File: src/rtl/serial_adder_ctrl_if.sv
// Request/result bundle for the bit-serial adder controller.
// The master raises start with operands; the slave reports busy, then a one-cycle done with the result.
interface serial_adder_ctrl_if #(
  parameter int WIDTH = 8
);
  logic             start;
  logic [WIDTH-1:0] a;
  logic [WIDTH-1:0] b;
  logic             cin;
  logic             busy;
  logic             done;
  logic [WIDTH-1:0] sum;
  logic             cout;
  logic             ovf;

  modport master (
    output start, a, b, cin,
    input  busy, done, sum, cout, ovf
  );

  modport slave (
    input  start, a, b, cin,
    output busy, done, sum, cout, ovf
  );
endinterface

File: src/rtl/serial_adder_ctrl.sv
// Bit-serial adder: one shared full_adder walks a WIDTH-bit operand pair LSB first,
// one bit per clock, and publishes sum/cout/ovf only once the final bit is processed.

module full_adder (
  input  logic a,
  input  logic b,
  input  logic ci,
  output logic s,
  output logic co
);
  assign s  = a ^ b ^ ci;
  assign co = (a & b) | (ci & (a ^ b));
endmodule

// Handshake: start is sampled only in IDLE and is neither queued nor acknowledged otherwise.
// busy is high while bits are processed; done pulses for one cycle when sum/cout/ovf are new.
module serial_adder_ctrl #(
  parameter int WIDTH = 8
) (
  input  logic                clk,
  input  logic                rst_n,
  serial_adder_ctrl_if.slave  bus,
  output logic [1:0]          dbg_state
);
  typedef enum logic [1:0] {
    IDLE = 2'd0,
    RUN  = 2'd1,
    DONE = 2'd2
  } state_t;

  localparam int CW = $clog2(WIDTH);
  localparam logic [CW-1:0] LAST   = CW'(WIDTH - 1);
  localparam logic [CW-1:0] PENULT = CW'(WIDTH - 2);

  state_t           state_q, state_d;
  logic [WIDTH-1:0] a_sh, b_sh, sum_sh;
  logic             carry, msb_cin;
  logic [CW-1:0]    cnt;
  logic [WIDTH-1:0] sum_q;
  logic             cout_q, ovf_q;
  logic             fa_s, fa_co;

  full_adder u_fa (
    .a  (a_sh[0]),
    .b  (b_sh[0]),
    .ci (carry),
    .s  (fa_s),
    .co (fa_co)
  );

  always_ff @(posedge clk or negedge rst_n) begin
    if (!rst_n) state_q <= IDLE;
    else        state_q <= state_d;
  end

  always_comb begin
    state_d = state_q;
    case (state_q)
      IDLE:    if (bus.start) state_d = RUN;
      RUN:     if (cnt == LAST) state_d = DONE;
      DONE:    state_d = IDLE;
      default: state_d = IDLE;
    endcase
  end

  always_ff @(posedge clk or negedge rst_n) begin
    if (!rst_n) begin
      a_sh    <= '0;
      b_sh    <= '0;
      sum_sh  <= '0;
      carry   <= 1'b0;
      msb_cin <= 1'b0;
      cnt     <= '0;
      sum_q   <= '0;
      cout_q  <= 1'b0;
      ovf_q   <= 1'b0;
    end else begin
      case (state_q)
        IDLE: begin
          if (bus.start) begin
            a_sh  <= bus.a;
            b_sh  <= bus.b;
            carry <= bus.cin;
            cnt   <= '0;
          end
        end
        RUN: begin
          sum_sh <= {fa_s, sum_sh[WIDTH-1:1]};
          a_sh   <= {1'b0, a_sh[WIDTH-1:1]};
          b_sh   <= {1'b0, b_sh[WIDTH-1:1]};
          carry  <= fa_co;
          cnt    <= cnt + 1'b1;
          // Carry out of bit WIDTH-2 is the carry into the MSB, needed for signed overflow.
          if (cnt == PENULT) msb_cin <= fa_co;
          if (cnt == LAST) begin
            sum_q  <= {fa_s, sum_sh[WIDTH-1:1]};
            cout_q <= fa_co;
            ovf_q  <= msb_cin ^ fa_co;
          end
        end
        default: ;
      endcase
    end
  end

  assign bus.busy  = (state_q == RUN);
  assign bus.done  = (state_q == DONE);
  assign bus.sum   = sum_q;
  assign bus.cout  = cout_q;
  assign bus.ovf   = ovf_q;
  assign dbg_state = state_q;
endmodule

File: src/flat_wrapper.sv
// flat-port wrapper written by rule: the top's interface ports become plain ports
module serial_adder_ctrl_flat 
#(
  parameter int WIDTH = 8
)
  (clk, rst_n, dbg_state, bus_start, bus_a, bus_b, bus_cin, bus_busy, bus_done, bus_sum, bus_cout, bus_ovf);
  serial_adder_ctrl_if #(.WIDTH(WIDTH)) bus_i ();
  input  logic clk;
  input  logic rst_n;
  output logic [1:0] dbg_state;
  input wire logic [$bits(bus_i.start)-1:0] bus_start;
  input wire logic [$bits(bus_i.a)-1:0] bus_a;
  input wire logic [$bits(bus_i.b)-1:0] bus_b;
  input wire logic [$bits(bus_i.cin)-1:0] bus_cin;
  output wire logic [$bits(bus_i.busy)-1:0] bus_busy;
  output wire logic [$bits(bus_i.done)-1:0] bus_done;
  output wire logic [$bits(bus_i.sum)-1:0] bus_sum;
  output wire logic [$bits(bus_i.cout)-1:0] bus_cout;
  output wire logic [$bits(bus_i.ovf)-1:0] bus_ovf;
  assign bus_i.start = bus_start;
  assign bus_i.a = bus_a;
  assign bus_i.b = bus_b;
  assign bus_i.cin = bus_cin;
  assign bus_busy = bus_i.busy;
  assign bus_done = bus_i.done;
  assign bus_sum = bus_i.sum;
  assign bus_cout = bus_i.cout;
  assign bus_ovf = bus_i.ovf;
  serial_adder_ctrl #(.WIDTH(WIDTH)) u_core (.clk(clk), .rst_n(rst_n), .bus(bus_i), .dbg_state(dbg_state));
endmodule
File: config.mk
export PLATFORM = sky130hd
export DESIGN_NAME = serial_adder_ctrl_flat
export DESIGN_NICKNAME = d
export VERILOG_FILES = /design/src/rtl/serial_adder_ctrl_if.sv /design/src/rtl/serial_adder_ctrl.sv /design/src/flat_wrapper.sv
export SDC_FILE = /design/constraint.sdc
export NUM_CORES = 1
export LEC_CHECK = 0
export CORE_MARGIN = 2
export CORE_UTILIZATION = 55
export DETAILED_ROUTE_END_ITERATION = 16
export PLACE_DENSITY_LB_ADDON = 0.25
export SYNTH_ARGS = -nofsm -noshare
export SYNTH_HDL_FRONTEND = slang
export SYNTH_SLANG_ARGS = --single-unit
File: constraint.sdc
create_clock -name clk -period 3 [get_ports clk]
set_clock_uncertainty 0.1 [all_clocks]
set_input_delay 0.6 -clock clk [delete_from_list [all_inputs] [get_ports clk]]
set_output_delay 0.6 -clock clk [all_outputs]
set_load 0.03 [all_outputs]
==> flow_summary.rst, run 1 <==
.. list-table::
   :header-rows: 1

   * - Metric
     - Value
   * - Status
     - completed
   * - Detailed router's first-iteration violation count
     - 50
   * - Max H-tree Level
     - 2
   * - Gpl congestion
     - 0.7494
   * - Relative slew slack
     - 42.64%
   * - Sequential fraction of design power
     - 40.9%
   * - Worst supply voltage drop on vdd
     - 0.7577 mV
   * - Pin count of the biggest net entering global routing
     - 41
   * - TritonCTS clock tree
     - done
   * - Vertical extent of the die
     - 61.67 um
   * - Final-report max-slew violation count
     - 0
   * - Unrepaired setup endpoints after global routing
     - no
   * - Number of cells traversed by the worst register-to-register path
     - 3
   * - Peak Freq
     - 0.3806 GHz
   * - Remaining DRCs
     - 0
   * - Combined buffer and inverter count along the critical path
     - 4
   * - Number of nets in the final layout
     - 198
   * - Classification of the worst setup path
     - reg2out
   * - Final min period
     - 2.628 ns
   * - Ratio of routed vias to standard cells
     - 5.676
   * - Critical path data required time
     - 2.30 ns
   * - Placed wire-length estimate
     - 2.422 mm
   * - Flop-to-flop setup slack
     - 0.98 ns
   * - Placement Cell Area
     - 0.002171 sq mm
   * - Worst r2r src
     - u_core.dbg_state[0]
   * - Total power divided by cell area
     - 1055 mW/mm^2
   * - Number of detailed-route iterations in the first pass
     - 4
   * - Commonest cells after routing, fill and taps aside
     - sky130_fd_sc_hd__dfrtp_1 (40), sky130_fd_sc_hd__clkdlybuf4s50_1 (31), sky130_fd_sc_hd__mux2_2 (18)
   * - Sum of negative setup slack
     - 0 ns
   * - Synthesized netlist cell count
     - 142
   * - Die Outline Area
     - 0.003803 sq mm
   * - Startpoint kind of the worst setup timing path
     - flip-flop
   * - Worst stage delay on the critical path
     - 0.62 ns
   * - Cell-by-cell listing of the critical path
     - buf_4 > nand2b_1 > buf_4 > inv_1 > buf_4
   * - Root Buffer
     - sky130_fd_sc_hd__clkbuf_4
   * - Post-Syn Area
     - 0.001829 sq mm
   * - Share of layout cells above drive strength 1
     - 20.00%
   * - # IOs
     - 34
   * - Register clock-pin slew on the reported worst setup and hold paths
     - 0.11 ns
   * - Area of the core
     - 0.003103 sq mm
   * - Number of hold violations in the final report
     - 0
   * - Detail Route Antenna Nets
     - 0
   * - Internal power contribution
     - 1.499 mW
   * - Worst-skew pair later-pin latency
     - 0.34 ns
   * - Clock network power share
     - 14.5%
   * - Final Cycle Share
     - 87.59%
   * - Logic pwr share
     - 44.6%
   * - Count of hold-fix buffers inserted at cts
     - 0
   * - Setup Viol. Count Final
     - 0
   * - Crit path top cell by count
     - sky130_fd_sc_hd__buf_4
   * - Average detailed-routed wire length per instance
     - 15.84 um
   * - Wire length of the first global-routing pass
     - 5.802 mm
   * - Total clock buffers created by CTS
     - 5
   * - CP arrival
     - 1.93 ns
   * - Slew at the pin closest to its max-slew limit
     - 0.8604 ns
   * - Leakage power of the design
     - 0.9437 nW
   * - Average instance area after synthesis
     - 12.88 sq um
   * - Synth warnings
     - 0
   * - Worst Setup Slack, final
     - 0.3724 ns
   * - Cell type group with the largest total delay on the critical path
     - buffers and inverters
   * - Dpl ws
     - 0.5879 ns
   * - Growth of design area from synthesis to finish
     - 22.85%
   * - Max clock buf depth
     - 2
   * - Final standard cell area without fillers
     - 0.002247 sq mm
   * - Most common cell after layout, fill and taps aside
     - sky130_fd_sc_hd__dfrtp_1
   * - Chip width
     - 61.67 um
   * - Number of sinks on the clock net
     - 40
   * - Finished Core Util
     - 72.42%
   * - Number of gates resized after cts
     - 0
   * - Net load switching power
     - 871.4 uW
   * - Crit path max-delay cell type
     - sky130_fd_sc_hd__dfrtp_1
   * - Sequential fraction of the synthesis area
     - 54.72%
   * - Vias in the first global route
     - 1268
   * - Final global-route overflow total
     - 0
   * - Max Fanout on Critical Path
     - 19
   * - Routed wire length
     - 3.469 mm
   * - Vias
     - 1243
   * - Flops & latches, synth
     - 40
   * - Worst min-delay path category
     - in2async
   * - Starting Density
     - 58.95%
   * - Fraction of power spent switching nets
     - 36.77%
   * - Capturing point of the worst reg2reg path
     - u_core.bus.sum[6]
   * - FILL cells
     - 242
   * - Distinct cells, synth
     - 26
   * - Number of diodes added for antenna fixing
     - 0
   * - Min Hold Slack
     - 0.2520 ns
   * - Core Rows
     - 20
   * - Global router's overall resource usage
     - 21.39%
   * - Number of input and output port buffers inserted
     - 33
   * - # Max-Cap Violations
     - 0
   * - Antenna violations before repair
     - 0
   * - Setup Fix Bufs, Post-CTS
     - 0
   * - Endpoint class of the critical path
     - primary output
   * - Mapped Nets
     - 166
power by group through the flow:
stage | Combinational (mW) | Clock, mW | Sequential [mW]
after global routing | 1.16 | 0.376 | 1.00
after floorplan | 0.605 | 0 | 1.08
after detailed placement | 1.06 | 0 | 0.980
after CTS | 1.07 | 0.351 | 0.970
final | 1.06 | 0.344 | 0.970
after global placement | 1.01 | 0 | 0.959
layer usage:
layer,up-vias,track usage (%),wire (um),share of wire (%)
li1,580,-,-,-
met1,635,27.54,1554,45
met2,24,35.04,1743,50
met3,4,6.723,140,4.0
met4,0,5.775,30,0.86
met5,-,0,0,0
flip-flops by register name (all words and copies together) (netlist names):
signal,cells
u_core.bus.cout,1
u_core.bus.ovf,1
u_core.bus.sum,8
u_core.cnt,3
u_core.a_sh,8
u_core.b_sh,8
u_core.dbg_state,2
u_core.msb_cin,1
u_core.carry,1
u_core.sum_sh,7
cell usage after synthesis (all sizes together):
cell,count,share of area (%)
dfrtp,40,55
mux2,18,11
inv,15,3.1
nor4b,12,5.7
nor3b,11,4.5
a211oi,10,4.1
buf,8,2.5
a22o,3,1.4
clkbuf,3,0.68
ha,3,2.1
o221a,3,1.8
or4b,3,1.6
a221oi,2,0.96
a21oi,1,0.27
fa,1,1.1
mux2i,1,0.55
nand2b,1,0.34
nand3b,1,0.41
nand4b,1,0.48
nor2b,1,0.34
o21ba,1,0.55
o21bai,1,0.62
o2bb2ai,1,0.48
xor2,1,0.48
worst max path at each step:
| stage | cells after the start | startpoint | slack [ns] | end |
|---|---|---|---|---|
| after floorplan | 3 | u_core.dbg_state[1] | 0.88 | bus_done |
| after global placement | 3 | bus_start | 0.67 | u_core.a_sh[3] |
| after detailed placement | 3 | bus_start | 0.59 | u_core.a_sh[3] |
| after CTS | 5 | u_core.dbg_state[0] | 0.35 | bus_busy |
| after global routing | 5 | u_core.dbg_state[0] | 0.22 | bus_busy |
| final | 5 | u_core.dbg_state[0] | 0.37 | bus_busy |
through the flow:
stage          power, mW  std cells
3_5_place_dp       2.042        211
2_1_floorplan      1.686        142
5_1_grt            2.532        219
4_1_cts            2.389        219
3_3_place_gp       1.970        211
6_report           2.370        219
logic make-up after synthesis:
kind of cell	count (synthesis)	share of synthesized area, %
buffers and inverters	26	6.292
XOR/XNOR	1	0.4789
multiplexers	19	11.63
flip-flops	40	54.72
adder cells (fa/ha/maj)	4	3.147
AND/OR/NAND/NOR	30	13.48
AO/OA/AOI/OAI	22	10.26
worst reg2reg max path, stage by stage (launching register included):
cell                       delay, ns
sky130_fd_sc_hd__dfrtp_1        0.62
sky130_fd_sc_hd__buf_4          0.31
sky130_fd_sc_hd__nand3b_1       0.44
sky130_fd_sc_hd__mux2_2         0.44
cell type report:
cell class              count  area, sq um  share of cell area [%]
well taps                  44        55.05                   2.450
repair buffers             36        345.3                   15.37
multi-input cells          76        713.2                   31.74
flip-flops and latches     40         1001                   44.54
inverters                  15        56.30                   2.506
clock inverters             2        35.03                   1.559
clock buffers               6        41.29                   1.837
(Power assumes the default switching activity.)
==> inputs of run 2 (changes only) <==
--- a/config.mk
+++ b/config.mk
@@ -5,9 +5,11 @@
 export SDC_FILE = /design/constraint.sdc
 export NUM_CORES = 1
 export LEC_CHECK = 0
+export CAP_MARGIN = 20
 export CORE_MARGIN = 2
 export CORE_UTILIZATION = 55
 export DETAILED_ROUTE_END_ITERATION = 16
+export MAX_ROUTING_LAYER = met4
 export PLACE_DENSITY_LB_ADDON = 0.25
 export SYNTH_ARGS = -nofsm -noshare
 export SYNTH_HDL_FRONTEND = slang
==> flow_summary.rst, run 2 (same netlist as run 1, synthesis figures left out) <==
.. list-table::
   :header-rows: 1

   * - Metric
     - Value
   * - Status
     - completed
   * - Final standard cell area without fillers
     - 0.002247 sq mm
   * - Unrepaired setup endpoints after global routing
     - no
   * - Setup Fix Bufs, Post-CTS
     - 0
   * - Leakage power of the design
     - 0.9437 nW
   * - Cell type group with the largest total delay on the critical path
     - buffers and inverters
   * - Worst stage delay on the critical path
     - 0.62 ns
   * - # IOs
     - 34
   * - Gpl congestion
     - 0.7589
   * - Count of hold-fix buffers inserted at cts
     - 0
   * - Total clock buffers created by CTS
     - 5
   * - Die Outline Area
     - 0.003803 sq mm
   * - Worst-skew pair later-pin latency
     - 0.34 ns
   * - Crit path top cell by count
     - sky130_fd_sc_hd__buf_4
   * - Detail Route Antenna Nets
     - 0
   * - Classification of the worst setup path
     - reg2out
   * - Total power divided by cell area
     - 1054 mW/mm^2
   * - Placed cells
     - 211
   * - Final-report max-slew violation count
     - 0
   * - Critical path data required time
     - 2.30 ns
   * - Number of diodes added for antenna fixing
     - 0
   * - Min Hold Slack
     - 0.2527 ns
   * - Internal power contribution
     - 1.499 mW
   * - Vias in the first global route
     - 1262
   * - Worst Setup Slack, final
     - 0.3716 ns
   * - Placed wire-length estimate
     - 2.422 mm
   * - FILL cells
     - 242
   * - Vertical extent of the die
     - 61.67 um
   * - Final min period
     - 2.628 ns
   * - Cell-by-cell listing of the critical path
     - buf_4 > nand2b_1 > buf_4 > inv_1 > buf_4
   * - Net load switching power
     - 869.2 uW
   * - Setup Viol. Count Final
     - 0
   * - Non-filler cells, final
     - 219
   * - Max clock buf depth
     - 2
   * - Root Buffer
     - sky130_fd_sc_hd__clkbuf_4
   * - Final global-route overflow total
     - 0
   * - Vias
     - 1237
   * - TritonCTS clock tree
     - done
   * - Routed wire length
     - 3.436 mm
   * - Fraction of power spent switching nets
     - 36.71%
   * - Remaining DRCs
     - 0
   * - Logic pwr share
     - 44.6%
   * - Share of layout cells above drive strength 1
     - 20.00%
   * - Commonest cells after routing, fill and taps aside
     - sky130_fd_sc_hd__dfrtp_1 (40), sky130_fd_sc_hd__clkdlybuf4s50_1 (31), sky130_fd_sc_hd__mux2_2 (18)
   * - Max H-tree Level
     - 2
   * - Sequential fraction of design power
     - 40.9%
   * - Endpoint class of the critical path
     - primary output
   * - Crit path max-delay cell type
     - sky130_fd_sc_hd__dfrtp_1
   * - Growth of design area from synthesis to finish
     - 22.85%
   * - Number of input and output port buffers inserted
     - 33
   * - CP arrival
     - 1.93 ns
   * - Clock network power share
     - 14.5%
   * - Starting Density
     - 58.95%
   * - Max Fanout on Critical Path
     - 19
   * - Final Cycle Share
     - 87.61%
   * - # Max-Cap Violations
     - 0
   * - Sum of negative setup slack
     - 0 ns
   * - Slew at the pin closest to its max-slew limit
     - 0.8613 ns
   * - Average detailed-routed wire length per instance
     - 15.69 um
   * - Dpl ws
     - 0.5879 ns
   * - Pin count of the biggest net entering global routing
     - 41
   * - Startpoint kind of the worst setup timing path
     - flip-flop
   * - Chip width
     - 61.67 um
   * - Number of nets in the final layout
     - 198
   * - Number of detailed-route iterations in the first pass
     - 4
   * - Number of hold violations in the final report
     - 0
   * - Detailed router's first-iteration violation count
     - 58
   * - Global router's overall resource usage
     - 22.16%
   * - Ratio of routed vias to standard cells
     - 5.648
   * - Number of gates resized after cts
     - 0
   * - Register clock-pin slew on the reported worst setup and hold paths
     - 0.11 ns
   * - Most common cell after layout, fill and taps aside
     - sky130_fd_sc_hd__dfrtp_1
   * - Worst supply voltage drop on vdd
     - 0.7553 mV
   * - Wire length of the first global-routing pass
     - 5.809 mm
   * - Antenna violations before repair
     - 0
   * - Combined buffer and inverter count along the critical path
     - 4
   * - Peak Freq
     - 0.3805 GHz
   * - Area of the core
     - 0.003103 sq mm
   * - Core Rows
     - 20
   * - Relative slew slack
     - 42.58%
   * - Placement Cell Area
     - 0.002171 sq mm
   * - Worst min-delay path category
     - in2async
   * - Number of sinks on the clock net
     - 40
[run 2: cell counts in the layout (fill, tap and decap cells not counted)]
No cell type changed its count.
[run 2: layout make-up]
class	count	area [sq um]	area share, %
clock inverter	2	35.03	1.559
sequential	40	1001	44.54
timing repair buffer	36	345.3	15.37
multi-input combinational	76	713.2	31.74
clock buffer	6	41.29	1.837
tap	44	55.05	2.450
inverter	15	56.30	2.506
[run 2: path summary, 6_finish.rpt]
path / from / endpoint / slack (ns) / depth (start not counted)
min: rst_n / u_core.b_sh[3] / 0.25 / 1
max reg2reg: u_core.dbg_state[0] / u_core.bus.sum[6] / 0.98 / 3
min reg2reg: u_core.sum_sh[1] / u_core.sum_sh[1] / 0.41 / 1
max in group asynchronous: rst_n / u_core.a_sh[2] / 2.01 / 1
max: u_core.dbg_state[0] / bus_busy / 0.37 / 5
min in group clk: u_core.sum_sh[1] / u_core.sum_sh[1] / 0.41 / 1
[run 2: power groups by stage]
| stage | combinational, mW | clock, mW | sequential, mW |
|---|---|---|---|
| global route | 1.16 | 0.376 | 1.00 |
| finish | 1.06 | 0.343 | 0.969 |
| floorplan | 0.605 | 0 | 1.08 |
| CTS | 1.07 | 0.351 | 0.970 |
| detailed placement | 1.06 | 0 | 0.980 |
| global placement | 1.01 | 0 | 0.959 |
[run 2: layer usage]
metal  routed length [um]  vias up  global-route usage, %
met5                    0        -                      -
met4                   30        0                  5.775
met3                  131        4                  6.513
met2                 1739       24                  34.59
met1                 1535      628                  28.36
li1                     -      581                      -
[run 2: through the flow]
stage | util [%] | total power, mW
final | 72.42 | 2.368
after floorplan | - | 1.686
after global placement | 69.96 | 1.970
after detailed placement | 69.96 | 2.042
after CTS | 72.42 | 2.389
after global routing | 72.42 | 2.532
==> inputs of run 3 (changes only) <==
--- a/config.mk
+++ b/config.mk
@@ -7,7 +7,7 @@
 export LEC_CHECK = 0
 export CAP_MARGIN = 20
 export CORE_MARGIN = 2
-export CORE_UTILIZATION = 55
+export CORE_UTILIZATION = 35
 export DETAILED_ROUTE_END_ITERATION = 16
 export MAX_ROUTING_LAYER = met4
 export PLACE_DENSITY_LB_ADDON = 0.25
==> flow_summary.rst, run 3 (same netlist as run 1, synthesis figures left out) <==
.. list-table::
   :header-rows: 1

   * - Metric
     - Value
   * - Final min period
     - 2.486 ns
   * - Routed wire length
     - 3.615 mm
   * - Chip width
     - 76.30 um
   * - Number of cells traversed by the worst register-to-register path
     - 4
   * - Max H-tree Level
     - 2
   * - Met3 WL
     - 188 um
   * - Register clock-pin slew on the reported worst setup and hold paths
     - 0.07 ns
   * - Number of nets in the final layout
     - 199
   * - Starting Density
     - 36.05%
   * - Total clock buffers created by CTS
     - 5
   * - Most common cell after layout, fill and taps aside
     - sky130_fd_sc_hd__dfrtp_1
   * - Capturing point of the worst reg2reg path
     - u_core.bus.sum[0]
   * - Status
     - completed
   * - Net load switching power
     - 862.9 uW
   * - Setup Fix Bufs, Post-CTS
     - 0
   * - Area of the core
     - 0.005075 sq mm
   * - Cell-by-cell listing of the critical path
     - buf_4 > nor2b_1 > clkdlybuf4s50_1
   * - Min Hold Slack
     - 0.3288 ns
   * - Detailed router's first-iteration violation count
     - 36
   * - Number of gates resized after cts
     - 0
   * - Classification of the worst setup path
     - reg2out
   * - # IOs
     - 34
   * - Share of layout cells above drive strength 1
     - 19.32%
   * - Vertical extent of the die
     - 76.30 um
   * - Logic pwr share
     - 44.8%
   * - Max clock buf depth
     - 2
   * - Worst r2r src
     - u_core.cnt[0]
   * - CP arrival
     - 1.79 ns
   * - Met2 WL
     - 1.735 mm
   * - Global router's overall resource usage
     - 13.43%
   * - # Max-Cap Violations
     - 0
   * - Flop-to-flop setup slack
     - 1.16 ns
   * - Detail Route Antenna Nets
     - 0
   * - Worst min-delay path category
     - in2async
   * - Placed wire-length estimate
     - 2.476 mm
   * - Final-report max-slew violation count
     - 0
   * - TritonCTS clock tree
     - done
   * - Relative slew slack
     - 41.61%
   * - Worst stage delay on the critical path
     - 0.67 ns
   * - Average detailed-routed wire length per instance
     - 14.70 um
   * - Vias
     - 1245
   * - Number of sinks on the clock net
     - 40
   * - Fraction of power spent switching nets
     - 36.19%
   * - Final global-route overflow total
     - 0
   * - Worst-skew pair later-pin latency
     - 0.29 ns
   * - Number of hold violations in the final report
     - 0
   * - Root Buffer
     - sky130_fd_sc_hd__clkbuf_8
   * - Number of input and output port buffers inserted
     - 33
   * - Sum of negative setup slack
     - 0 ns
   * - Commonest cells after routing, fill and taps aside
     - sky130_fd_sc_hd__dfrtp_1 (40), sky130_fd_sc_hd__clkdlybuf4s50_1 (32), sky130_fd_sc_hd__mux2_2 (18)
   * - Wire length of the first global-routing pass
     - 6.113 mm
   * - Sequential fraction of design power
     - 40.0%
   * - Worst supply voltage drop on vdd
     - 0.4224 mV
   * - Clock network power share
     - 15.2%
   * - Core Rows
     - 26
   * - Post-route met1 wirelength
     - 1.658 mm
   * - Setup Viol. Count Final
     - 0
   * - Slew at the pin closest to its max-slew limit
     - 0.8759 ns
   * - Growth of design area from synthesis to finish
     - 25.92%
   * - Total power divided by cell area
     - 1035 mW/mm^2
   * - Crit path max-delay cell type
     - sky130_fd_sc_hd__clkdlybuf4s50_1
   * - Number of detailed-route iterations in the first pass
     - 4
   * - Worst setup path start
     - u_core.dbg_state[1]
   * - Internal power contribution
     - 1.521 mW
   * - Unrepaired setup endpoints after global routing
     - no
   * - Peak Freq
     - 0.4023 GHz
   * - Gpl congestion
     - 0.7144
   * - Leakage power of the design
     - 0.9520 nW
   * - Pin count of the biggest net entering global routing
     - 41
   * - Startpoint kind of the worst setup timing path
     - flip-flop
   * - Top metal layer carrying routed signals
     - met4
   * - Endpoint class of the critical path
     - primary output
   * - Remaining DRCs
     - 0
   * - Ratio of routed vias to standard cells
     - 5.061
   * - CP Capture Point
     - bus_done
   * - Vias in the first global route
     - 1297
   * - Die Outline Area
     - 0.005821 sq mm
   * - Number of diodes added for antenna fixing
     - 0
   * - Critical path data required time
     - 2.30 ns
   * - Max Fanout on Critical Path
     - 32
   * - Count of hold-fix buffers inserted at cts
     - 0
   * - Antenna violations before repair
     - 0
   * - Final Cycle Share
     - 82.85%
## run 3: worst min-delay path by stage
stage	from	end	slack [ns]	cells past startpoint
final	rst_n	u_core.bus.sum[6]	0.33	1
after global routing	rst_n	u_core.a_sh[3]	0.40	1
after CTS	rst_n	u_core.a_sh[3]	0.36	1
after detailed placement	u_core.sum_sh[1]	u_core.sum_sh[1]	0.39	1
after global placement	u_core.bus.sum[4]	u_core.bus.sum[4]	0.39	1
after floorplan	rst_n	u_core.a_sh[0]	0.20	0
## run 3: critical path, delay by kind of cell (launching register included)
family,cells,cell delay (ns)
buffers and inverters,2,0.97
flip-flops,1,0.34
AND/OR/NAND/NOR,1,0.18
## run 3: layout make-up
type / count / area (sq um)
multi-input cells: 76 / 713.2
well taps: 70 / 87.58
flip-flops and latches: 40 / 1001
inverters: 15 / 56.30
repair buffers: 37 / 355.3
clock buffers: 8 / 90.09
fillers: 474 / 2771
## run 3: through the flow
step | utilization (%) | worst slack (ns) | instances | instance area (sq um) | total power [mW]
after floorplan | - | 0.8770 | 142 | 1829 | 1.686
after global placement | 43.61 | 0.7301 | 238 | 2213 | 1.997
after detailed placement | 43.61 | 0.6518 | 238 | 2213 | 2.048
after CTS | 45.39 | 0.5043 | 246 | 2303 | 2.416
after global routing | 45.39 | 0.4409 | 246 | 2303 | 2.560
final | 45.39 | 0.5144 | 246 | 2303 | 2.384
## run 3: power groups by stage
stage | sequential [mW] | clock (mW) | combinational (mW)
floorplan | 1.08 | 0 | 0.605
global placement | 0.951 | 0 | 1.05
detailed placement | 0.967 | 0 | 1.08
CTS | 0.956 | 0.373 | 1.09
global route | 0.988 | 0.399 | 1.17
finish | 0.953 | 0.363 | 1.07
## run 3: layer usage
metal | up-vias | GRT usage (%)
met5 | - | -
met4 | 0 | 3.818
met3 | 4 | 4.028
met2 | 34 | 21.77
met1 | 627 | 16.36
li1 | 580 | -
